File: src/rtl/fpu_issue_unit.sv
// Issue/writeback front end for the combinational FPU: owns the FP register file, issues one command at a time, returns results.
// Optional: define FPU_ISSUE_ILLEGAL_EN to flag opcode 3'b111 as illegal (no writeback, resp_err_o=1).
module fpu_issue_unit #(
   parameter  int WIDTH = 32,
   parameter  int REGS  = 8,
   localparam int RA_W  = $clog2(REGS)
) (
   input  logic             clk_i,
   input  logic             rst_i,
   input  logic             cmd_valid_i,
   output logic             cmd_ready_o,
   input  logic [2:0]       cmd_op_i,
   input  logic [RA_W-1:0]  cmd_rd_i,
   input  logic [RA_W-1:0]  cmd_rs1_i,
   input  logic [RA_W-1:0]  cmd_rs2_i,
   input  logic             ld_en_i,
   input  logic [RA_W-1:0]  ld_addr_i,
   input  logic [WIDTH-1:0] ld_data_i,
   output logic             resp_valid_o,
   input  logic             resp_ready_i,
   output logic [WIDTH-1:0] resp_data_o,
   output logic [RA_W-1:0]  resp_rd_o,
   output logic             resp_err_o,
   output logic             busy_o,
   output logic [WIDTH-1:0] fpu_a_o,
   output logic [WIDTH-1:0] fpu_b_o,
   output logic [2:0]       fpu_ctrl_o,
   input  logic [WIDTH-1:0] fpu_result_i
);

   typedef enum logic [1:0] {S_IDLE, S_EXEC, S_RESP} state_t;

   state_t           r_state;
   logic [WIDTH-1:0] r_rf [REGS];
   logic [RA_W-1:0]  r_rd;
   logic             r_cmd_ready;
   logic             r_resp_valid;
   logic [WIDTH-1:0] r_resp_data;
   logic [RA_W-1:0]  r_resp_rd;
   logic             r_busy;
   logic [WIDTH-1:0] r_fpu_a;
   logic [WIDTH-1:0] r_fpu_b;
   logic [2:0]       r_fpu_ctrl;
`ifdef FPU_ISSUE_ILLEGAL_EN
   logic             r_illegal;
   logic             r_resp_err;
`endif

   always_ff @(posedge clk_i) begin
      if (rst_i) begin
         r_state      <= S_IDLE;
         r_rd         <= '0;
         r_cmd_ready  <= 1'b1;
         r_resp_valid <= 1'b0;
         r_resp_data  <= '0;
         r_resp_rd    <= '0;
         r_busy       <= 1'b0;
         r_fpu_a      <= '0;
         r_fpu_b      <= '0;
         r_fpu_ctrl   <= '0;
`ifdef FPU_ISSUE_ILLEGAL_EN
         r_illegal    <= 1'b0;
         r_resp_err   <= 1'b0;
`endif
         for (int i = 0; i < REGS; i++) r_rf[i] <= '0;
      end else begin
         // Load first so that a same-cycle writeback to the same entry overrides it.
         if (ld_en_i) r_rf[ld_addr_i] <= ld_data_i;
         case (r_state)
            S_IDLE: begin
               if (cmd_valid_i && r_cmd_ready) begin
                  r_rd        <= cmd_rd_i;
                  r_fpu_a     <= r_rf[cmd_rs1_i];
                  r_fpu_b     <= r_rf[cmd_rs2_i];
                  r_fpu_ctrl  <= cmd_op_i;
                  r_cmd_ready <= 1'b0;
                  r_busy      <= 1'b1;
                  r_state     <= S_EXEC;
`ifdef FPU_ISSUE_ILLEGAL_EN
                  r_illegal   <= (cmd_op_i == 3'b111);
`endif
               end
            end
            S_EXEC: begin
`ifdef FPU_ISSUE_ILLEGAL_EN
               if (r_illegal) begin
                  r_resp_data <= '0;
                  r_resp_err  <= 1'b1;
               end else begin
                  r_rf[r_rd]  <= fpu_result_i;
                  r_resp_data <= fpu_result_i;
                  r_resp_err  <= 1'b0;
               end
`else
               r_rf[r_rd]   <= fpu_result_i;
               r_resp_data  <= fpu_result_i;
`endif
               r_resp_rd    <= r_rd;
               r_resp_valid <= 1'b1;
               r_state      <= S_RESP;
            end
            S_RESP: begin
               if (resp_ready_i) begin
                  r_resp_valid <= 1'b0;
                  r_busy       <= 1'b0;
                  r_cmd_ready  <= 1'b1;
                  r_state      <= S_IDLE;
               end
            end
            default: begin
               r_state     <= S_IDLE;
               r_cmd_ready <= 1'b1;
               r_busy      <= 1'b0;
            end
         endcase
      end
   end

   assign cmd_ready_o  = r_cmd_ready;
   assign resp_valid_o = r_resp_valid;
   assign resp_data_o  = r_resp_data;
   assign resp_rd_o    = r_resp_rd;
   assign busy_o       = r_busy;
   assign fpu_a_o      = r_fpu_a;
   assign fpu_b_o      = r_fpu_b;
   assign fpu_ctrl_o   = r_fpu_ctrl;
`ifdef FPU_ISSUE_ILLEGAL_EN
   assign resp_err_o   = r_resp_err;
`else
   assign resp_err_o   = 1'b0;
`endif

endmodule

File: config.mk
export PLATFORM = sky130hd
export DESIGN_NAME = fpu_issue_unit
export DESIGN_NICKNAME = d
export VERILOG_FILES = /design/src/rtl/fpu_issue_unit.sv
export SDC_FILE = /design/constraint.sdc
export NUM_CORES = 1
export LEC_CHECK = 0
export ABC_AREA = 1
export CORE_UTILIZATION = 35
export DETAILED_ROUTE_END_ITERATION = 7
export GPL_TIMING_DRIVEN = 0
export PLACE_DENSITY_LB_ADDON = 0.12
export SKIP_LAST_GASP = 1
export SYNTH_ARGS = -nofsm -noshare
export SYNTH_HDL_FRONTEND = slang
export SYNTH_SLANG_ARGS = --single-unit
File: constraint.sdc
create_clock -name clk_i -period 6.15 [get_ports clk_i]
set_input_delay 1.5375 -clock clk_i [delete_from_list [all_inputs] [get_ports clk_i]]
set_output_delay 1.5375 -clock clk_i [all_outputs]
set_load 0.02 [all_outputs]
Yosys cells after proc, flatten, opt, wreduce, memory -nomap -nowiden
Memory sizes are Yosys's and may differ from the RTL's. A register that Yosys moved wholly into a read port is not among the register bits.
Cells that the tools add are included.
{"block": "op_classes", "n_bitwise": 1, "reduce_logical": 9, "muxes": 24, "eq_ne": 4}
{"operator": "32-bit two-way mux", "n": 2}
{"operator": "32-bit OR reduction", "n": 2}
{"operator": "1-bit two-way mux", "n": 14}
{"operator": "3-bit two-way mux", "n": 2}
{"operator": "1-bit one-hot mux with 3 select lines", "n": 2}
{"operator": "2-bit one-hot mux with 3 select lines", "n": 1}
{"operator": "2-bit AND reduction", "n": 3}
{"operator": "2-bit two-way mux", "n": 2}
{"operator": "2-bit != test (second input constant)", "n": 2}
{"operator": "3-bit AND reduction", "n": 1}
{"operator": "2-bit by 1-bit equality test with 1-bit output (second input constant)", "n": 1}
{"operator": "2-bit equality test (second input constant)", "n": 1}
{"operator": "2-bit logical NOT", "n": 1}
{"operator": "1-bit one-hot mux with 2 select lines", "n": 1}
{"operator": "2-bit nonzero test", "n": 1}
{"operator": "1-bit logical AND", "n": 1}
{"operator": "1-bit inverter", "n": 1}
{"block": "totals", "n_memories": 1, "output_inout_bits": 106, "ramBits": 256, "elab_cells": 47, "in_bits": 84, "ff_bits": 46}
{"memory": "r_rf", "words": 8, "width": 32, "rd": 2, "rd_ports_with_merged_regs": 2, "write_ports": 8, "line_no": "34", "text": "logic [WIDTH-1:0] r_rf [REGS];"}

Depth between registers and ports, before layout
Gate-level depths: netlist of run 1.
{"block": "depth", "ltp_word": 6, "ltp_mapped": 8, "mapped_depth_nobuf": 6}

Worst setup path after synthesis of run 1
OpenSTA, ideal clock, no wires.
{"block": "synth_timing", "path_type": "input port to flip-flop", "from": "in rst_i", "to": "mem r_rf[0][0] (enable)", "stages": 4, "n_path_buf": 1, "path_slack_ps": 2212, "arrival_ps": 3507, "setup_ps": 431, "required_ps": 5719, "cell_sequence": "buf_6 nor2_2 nand2_1 o211ai_1"}
{"item": "from (decl)", "line_no": "9", "text": "input logic rst_i,"}
{"item": "to (decl)", "line_no": "34"}

==> results.md, run 1 <==
- CTS tree: yes
- Hold-fix buffers, CTS: 0
- Core ar.: around 54,000 um^2
- Clock sink count: 366
- I/O Buffers: around 190
- Peak supply drop: roughly 0.21 mV
- Total clock buffers created by CTS: 44
- Top cell type's share of synthesized area: 40.0%
- Io pins: 190
- Setup crit end kind: flop
- Vias: between 15,000 and 20,000
- Crit path largest cell delay: approximately 0.74 ns
- Drt first pass iters: 6
- Resize count post-CTS: 0
- Die W: between 200 and 250 um
- Status: complete, no violations
- Root Buffer: clkbuf_16
- Vias in the first global route: between 15,000 and 20,000
- Die Y-Extent: 236 um
- FILL cells: about 5,300
- Syn_nets: about 2,500
- WL final: 90,900 um
- Synth area leaders: edfxtp_1, nand2_1, dfxtp_1, nand3_1, o22ai_1
- Std cell rows: 85
- Hold_sp: busy_o
- Commonest cells post-synth: nand2_1, nand3_1, inv_1
- Number of flops mapped to enable cells by yosys: 256
- Cells after Synth: between 2,000 and 2,500
- Count of final max-slew check failures: 0
- Ys async rst share: 0%
- YS warnings: 0
- Place WS: 2.04 ns
- Clk pin slew, worst setup/hold paths: ~0.060 ns
- First-pass GRT wire length: ~130,000 um
- Initial Util: a little over a third
- Drc violations: 0
- HPWL Detailed: 63,300 um
- RR Endpoint: r_rf[0][4]
- Power Dens Cells: 284 nW/um^2
- Relative slew slack: roughly 15%
- Hold WS: approximately 0.47 ns
- Nets@finish: 2,724
- Placed inst area: about 22,000 um^2
- Vias per inst: 5.73
- Unique masters post-synth: 28
- Achievable frequency: 276 MHz
- Critical-path maximum fanout: 7
- Setup tns final: 0 ns
- Global route overflow: 0
- Worst min-delay path class: flop to flop
- Final hold vios: 0
- Reg area: slightly below 10,000 um^2
- Final Total Pwr: 6.73 mW
- Synth Register Bits: 366
- Share of cells above drive strength 1: under 10%
- Setup repair bufs after CTS: 0
- Fin crit share: approximately three fifths
- Static Leak: 10.0 nW
- Max stage delay cell, worst path: o211ai_1
- Cell Count Post-Placement: between 3,000 and 4,000
- Post-route ant nets: 0
- Reg2reg path depth: 8
- Clk buf depth: 3
- Main flop type after synthesis: edfxtp_1
- Worst clock skew: 0.0287 ns
- Worst Hold End: busy_o
- Worst R2R Setup Slack: 3.49 ns
- Minimum clock period: 3.63 ns
- Max H-tree Level: 2
- Area Growth Syn to Fin: 23.0%
- Post-synthesis cell area: around 19,000 um^2
- Clk Latency, worst-skew pair: between 0.6 and 0.7 ns
- Initial antenna violation count: 2
- Die area: between 50,000 and 60,000 um^2
- Final RePlAce weighted congestion: 0.953
- Max_cap viols: 0
- Total track usage: about a third
- Worst path cell trace: clkdlybuf4s50_1 -> inv_1 -> nor2_2 -> nand2_1 -> o211ai_1 -> buf_6 -> buf_4 -> buf_4
- CP most frequent cell: buf_4
- Cells on Worst Hold Path: 2
- RSZ-0062 raised after global routing: false
- Critical R2R Launch: r_state[0]
- # setup viols final: 0
- Largest net degree at the start of global routing: 20
- Design area: between 20,000 and 25,000 um^2
- Fin util: 43.8%
- WP data required: ~6.5 ns
- Type of origin of the critical path: primary input
- Wire length per cell: between 20 and 30 um
- Final Instance Count excl. Fillers: approximately 3,400
- Worst setup path class: primary input to flop
- Crit path DAT: just under 4 ns
- Setup ws final: about 2.5 ns
- Seq/Total Area, Yosys: roughly half
- Synth area leader: edfxtp_1
- Avg Cell Area, Syn: 8.09 um^2
- Multi-input logic area: between 7000 and 8000 um^2
- DR iter-0 viols: ~2,600
- Measured slew at the worst slew-check pin: approximately 1.3 ns
- Count leader, synth: nand2_1
-- cells by family after synthesis --
group	share of synthesized area, %
flip-flops	51.4
AND/OR/NAND/NOR	22.9
AO/OA/AOI/OAI	14.1
buffers and inverters	11.6
other	0.0195
-- registers in the layout (all words and copies together), names as in the netlist --
| name | cells |
|---|---|
| fpu_a_o | 32 |
| resp_valid_o | 1 |
| cmd_ready_o | 1 |
| r_rf | 256 |
| r_state | 2 |
| fpu_ctrl_o | 3 |
| r_rd | 3 |
| resp_rd_o | 3 |
| busy_o | 1 |
| fpu_b_o | 32 |
| resp_data_o | 32 |
-- power by group --
part	leakage [nW]	switching [mW]	internal, mW
clock	0.684	1.10	1.52
sequential	3.57	0.0710	2.80
combinational	5.76	0.835	0.397
-- routing by layer --
layer | share of wire (%) | vias up | GRT usage (%)
met1 | 40 | 9179 | 42.7
li1 | - | 8629 | -
met2 | 44 | 1253 | 49.2
met3 | 11 | 249 | 7.25
met5 | 0.025 | - | 0
met4 | 4.6 | 4 | 13.9
-- cell type report --
cell class,instances,share of cell area (%)
multi-input combinational,1493,30.1
buffer,180,4.09
timing repair buffer,217,9.04
tap,696,3.68
clock buffer,56,4.98
clock inverter,26,0.968
sequential,366,41.8
antenna,1,0.0106
inverter,338,5.36
-- critical path, delay by kind of cell --
kind	cells	cell delay, ns
buffers and inverters	5	1.19
AO/OA/AOI/OAI	1	0.74
AND/OR/NAND/NOR	2	0.44
-- placed cells by master (no fill, tap or decap), types with 16 or more instances in the layout --
cell type        netlist  layout
buf_2                 77      77
clkbuf_16              0      45
clkinv_1              33      44
o22ai_1              256     256
buf_6                 13      19
nor2_1                22      22
clkbuf_1              46      56
a21oi_1              104     104
nand2_1              588     586
dfxtp_1              110     110
edfxtp_1             256     256
inv_1                302     302
nand3_1              385     385
buf_1                 24      24
clkdlybuf4s50_1        0     185
buf_4                 17      41
o21ai_0              106     106
nand2_2               14      16
-- how the worst max path moves through the flow --
stage / from / to / slack, ns / depth (start not counted)
global placement: ld_en_i / r_rf[0][12] / -0.31 / 5
finish: ld_en_i / r_rf[0][4] / 2.52 / 8
detailed placement: ld_en_i / r_rf[0][6] / 2.04 / 8
global route: ld_en_i / r_rf[0][6] / 2.53 / 8
CTS: ld_en_i / r_rf[0][7] / 2.65 / 8
floorplan: rst_i / r_rf[0][0] / 2.21 / 4
No activity file was read; power rests on OpenSTA's default activity.
==> run 2, diff against run 1 <==
clock period = 3.4 ns   (was 6.15 ns; I/O delays follow)
==> results.md, run 2 (same netlist as run 1, synthesis figures left out) <==
- Type of origin of the critical path: primary input (unchanged)
- FILL cells: 5,336 (was 5,335)
- Status: complete, no violations (unchanged)
- Nets@finish: 2,724 (unchanged)
- Gr busiest metal: met2 (unchanged)
- Share of cells above drive strength 1: 8.59% (unchanged)
- Total clock buffers created by CTS: 44 (unchanged)
- Fin crit share: a little under nine tenths
- Final Instance Count excl. Fillers: 3,372 (was 3,373)
- Grt met3 use: 7.26% (was 7.25%)
- Comb power frac: 18.3% (about the same)
- Worst R2R Setup Slack: 0.72 ns (was 3.49 ns)
- Max stage delay cell, worst path: o211ai_1 (unchanged)
- Final hold vios: 0 (unchanged)
- Met1 Use GR: 42.7% (about the same)
- Area Growth Syn to Fin: 23.0% (about the same)
- Max_cap viols: 0 (unchanged)
- Setup repair bufs after CTS: 0 (unchanged)
- Core ar.: 54,000 um^2 (unchanged)
- Hold-fix buffers, CTS: 0 (unchanged)
- Clk Latency, worst-skew pair: 0.61 ns (about the same)
- Hold WS: 0.466 ns (unchanged)
- Global route overflow: 0 (unchanged)
- Die Y-Extent: 236 um (unchanged)
- Clk buf depth: 3 (unchanged)
- CTS tree: yes (unchanged)
- Power Dens Cells: 515 nW/um^2 (was 284 nW/um^2)
- Most flops, register: r_rf (unchanged)
- Setup crit end kind: flop (unchanged)
- Largest net degree at the start of global routing: 20 (unchanged)
- Relative slew slack: 13.2% (was 15.4%)
- Flop pwr share: 42.7% (about the same)
- Clock power frac: 39.0% (about the same)
- Measured slew at the worst slew-check pin: 1.30 ns (was 1.27 ns)
- Crit path DAT: 3.22 ns (was 3.93 ns)
- Antenna cells: 0 (was 1)
- Static Leak: 10.0 nW (unchanged)
- Worst clock skew: 0.0286 ns (was 0.0287 ns)
- WL final: 91,000 um (was 90,900 um)
- Critical-path maximum fanout: 7 (unchanged)
- Die W: 236 um (unchanged)
- Root Buffer: clkbuf_16 (unchanged)
- Total track usage: 31.9% (about the same)
- Clock sink count: 366 (unchanged)
- HPWL Detailed: 63,300 um (unchanged)
- I/O Buffers: 185 (unchanged)
- Max reg flops: 256 (unchanged)
- Initial Util: 35.6% (unchanged)
- Clk pin slew, worst setup/hold paths: 0.06 ns (about the same)
- # setup viols final: 0 (unchanged)
- Setup ws final: 0.481 ns (was 2.52 ns)
- Met2 Resource Use GR: 49.2% (unchanged)
- Setup tns final: 0 ns (unchanged)
- Resize count post-CTS: 0 (unchanged)
- Crit path largest cell delay: 0.73 ns (was 0.74 ns)
- Internal: 8.54 mW (was 4.72 mW)
- Peak supply drop: 0.385 mV (was 0.213 mV)
- Commonest non-fill, non-tap cell in the layout: nand2_1 (unchanged)
- Minimum clock period: a little under 3 ns
- Vias: 19,400 (was 19,300)
- Count of final max-slew check failures: 0 (unchanged)
- Drc violations: 0 (unchanged)
- Place WS: -0.0268 ns (was 2.04 ns)
- Die area: 55,900 um^2 (unchanged)
- Worst setup path class: primary input to flop (unchanged)
- Drt first pass iters: 6 (unchanged)
- RSZ-0062 raised after global routing: false (unchanged)
- Achievable frequency: between 300 and 400 MHz
- Worst min-delay path class: flop to flop (unchanged)
- CP most frequent cell: buf_4 (unchanged)
- Initial antenna violation count: 2 (unchanged)
- Final RePlAce weighted congestion: 0.953 (unchanged)
- Wire length per cell: 27.0 um (about the same)
- WP data required: 3.70 ns (was 6.45 ns)
- Vias per inst: 5.75 (was 5.73)
- Std cell rows: 85 (unchanged)
- Cell Count Post-Placement: 3,290 (unchanged)
- Worst path cell trace: clkdlybuf4s50_1 -> inv_1 -> nor2_2 -> nand2_1 -> o211ai_1 -> buf_6 -> buf_4 -> buf_4 (unchanged)
- DR iter-0 viols: 2,442 (was 2,566)
- Io pins: 190 (unchanged)
- First-pass GRT wire length: 128,000 um (about the same)
- Sw Pwr: 3.64 mW (was 2.01 mW)
- Vias in the first global route: 18,300 (about the same)
- Sw frac: 29.9% (was 29.8%)
- Most frequent cells in the layout: nand2_1, nand3_1, inv_1, o22ai_1, edfxtp_1 (unchanged)
- Post-route ant nets: 0 (unchanged)
- Max H-tree Level: 2 (unchanged)
## run 2: cell types whose count changed in the layout (fill, tap and decap cells not counted)
cell,delta
diode_2,-1
## run 2: path summary, 6_finish.rpt
path / start / end / depth (start not counted)
max: ld_en_i / r_rf[0][7] / 8
min: busy_o / busy_o / 2
max reg2reg: r_state[1] / r_rf[4][4] / 9
min reg2reg: busy_o / busy_o / 2
## run 2: metrics by stage
| stage | total power [mW] | instance area [um^2] | utilization (%) |
|---|---|---|---|
| global placement | 7.43 | 22000 | 40.6 |
| global route | 12.5 | 23700 | 43.8 |
| CTS | 12.2 | 23700 | 43.8 |
| floorplan | 6.40 | 19200 | - |
| detailed placement | 7.47 | 22300 | 41.2 |
| finish | 12.2 | 23700 | 43.8 |
## run 2: routing by layer
metal  up-vias  wire [um]
li1       8632          -
met1      9322      37100
met2      1215      40000
met3       230       9750
met4         4       4060
met5         -         23
## run 2: critical path: cells and delay by family
| family | cells | cell delay (ns) |
|---|---|---|
| compound gates | 1 | 0.73 |
| buf+inv | 5 | 1.18 |
| simple gates | 2 | 0.43 |
## run 2: final cells by class
type | count | area (um^2) | area share, %
Clock buffer | 56 | 1180 | 4.98
Tap cell | 696 | 871 | 3.68
Buffer | 180 | 967 | 4.09
Sequential cell | 366 | 9890 | 41.8
Multi-Input combinational cell | 1493 | 7120 | 30.1
Inverter | 338 | 1270 | 5.36
Clock inverter | 26 | 229 | 0.968
Timing Repair Buffer | 217 | 2140 | 9.04
## run 2: power by group through the flow
stage                     combinational [mW]  sequential (mW)  clock (mW)
final                                   2.23             5.20        4.75
after global routing                    2.36             5.23        4.92
after CTS                               2.18             5.20        4.77
after detailed placement                2.18             5.29           0
after global placement                  2.12             5.31           0
after floorplan                        0.964             5.44           0
==> run 3, diff against run 2 <==
TNS_END_PERCENT = 30   (was not set)
==> results of run 3 <==
The final DEF is identical to that of run 2; final timing and power are the same.
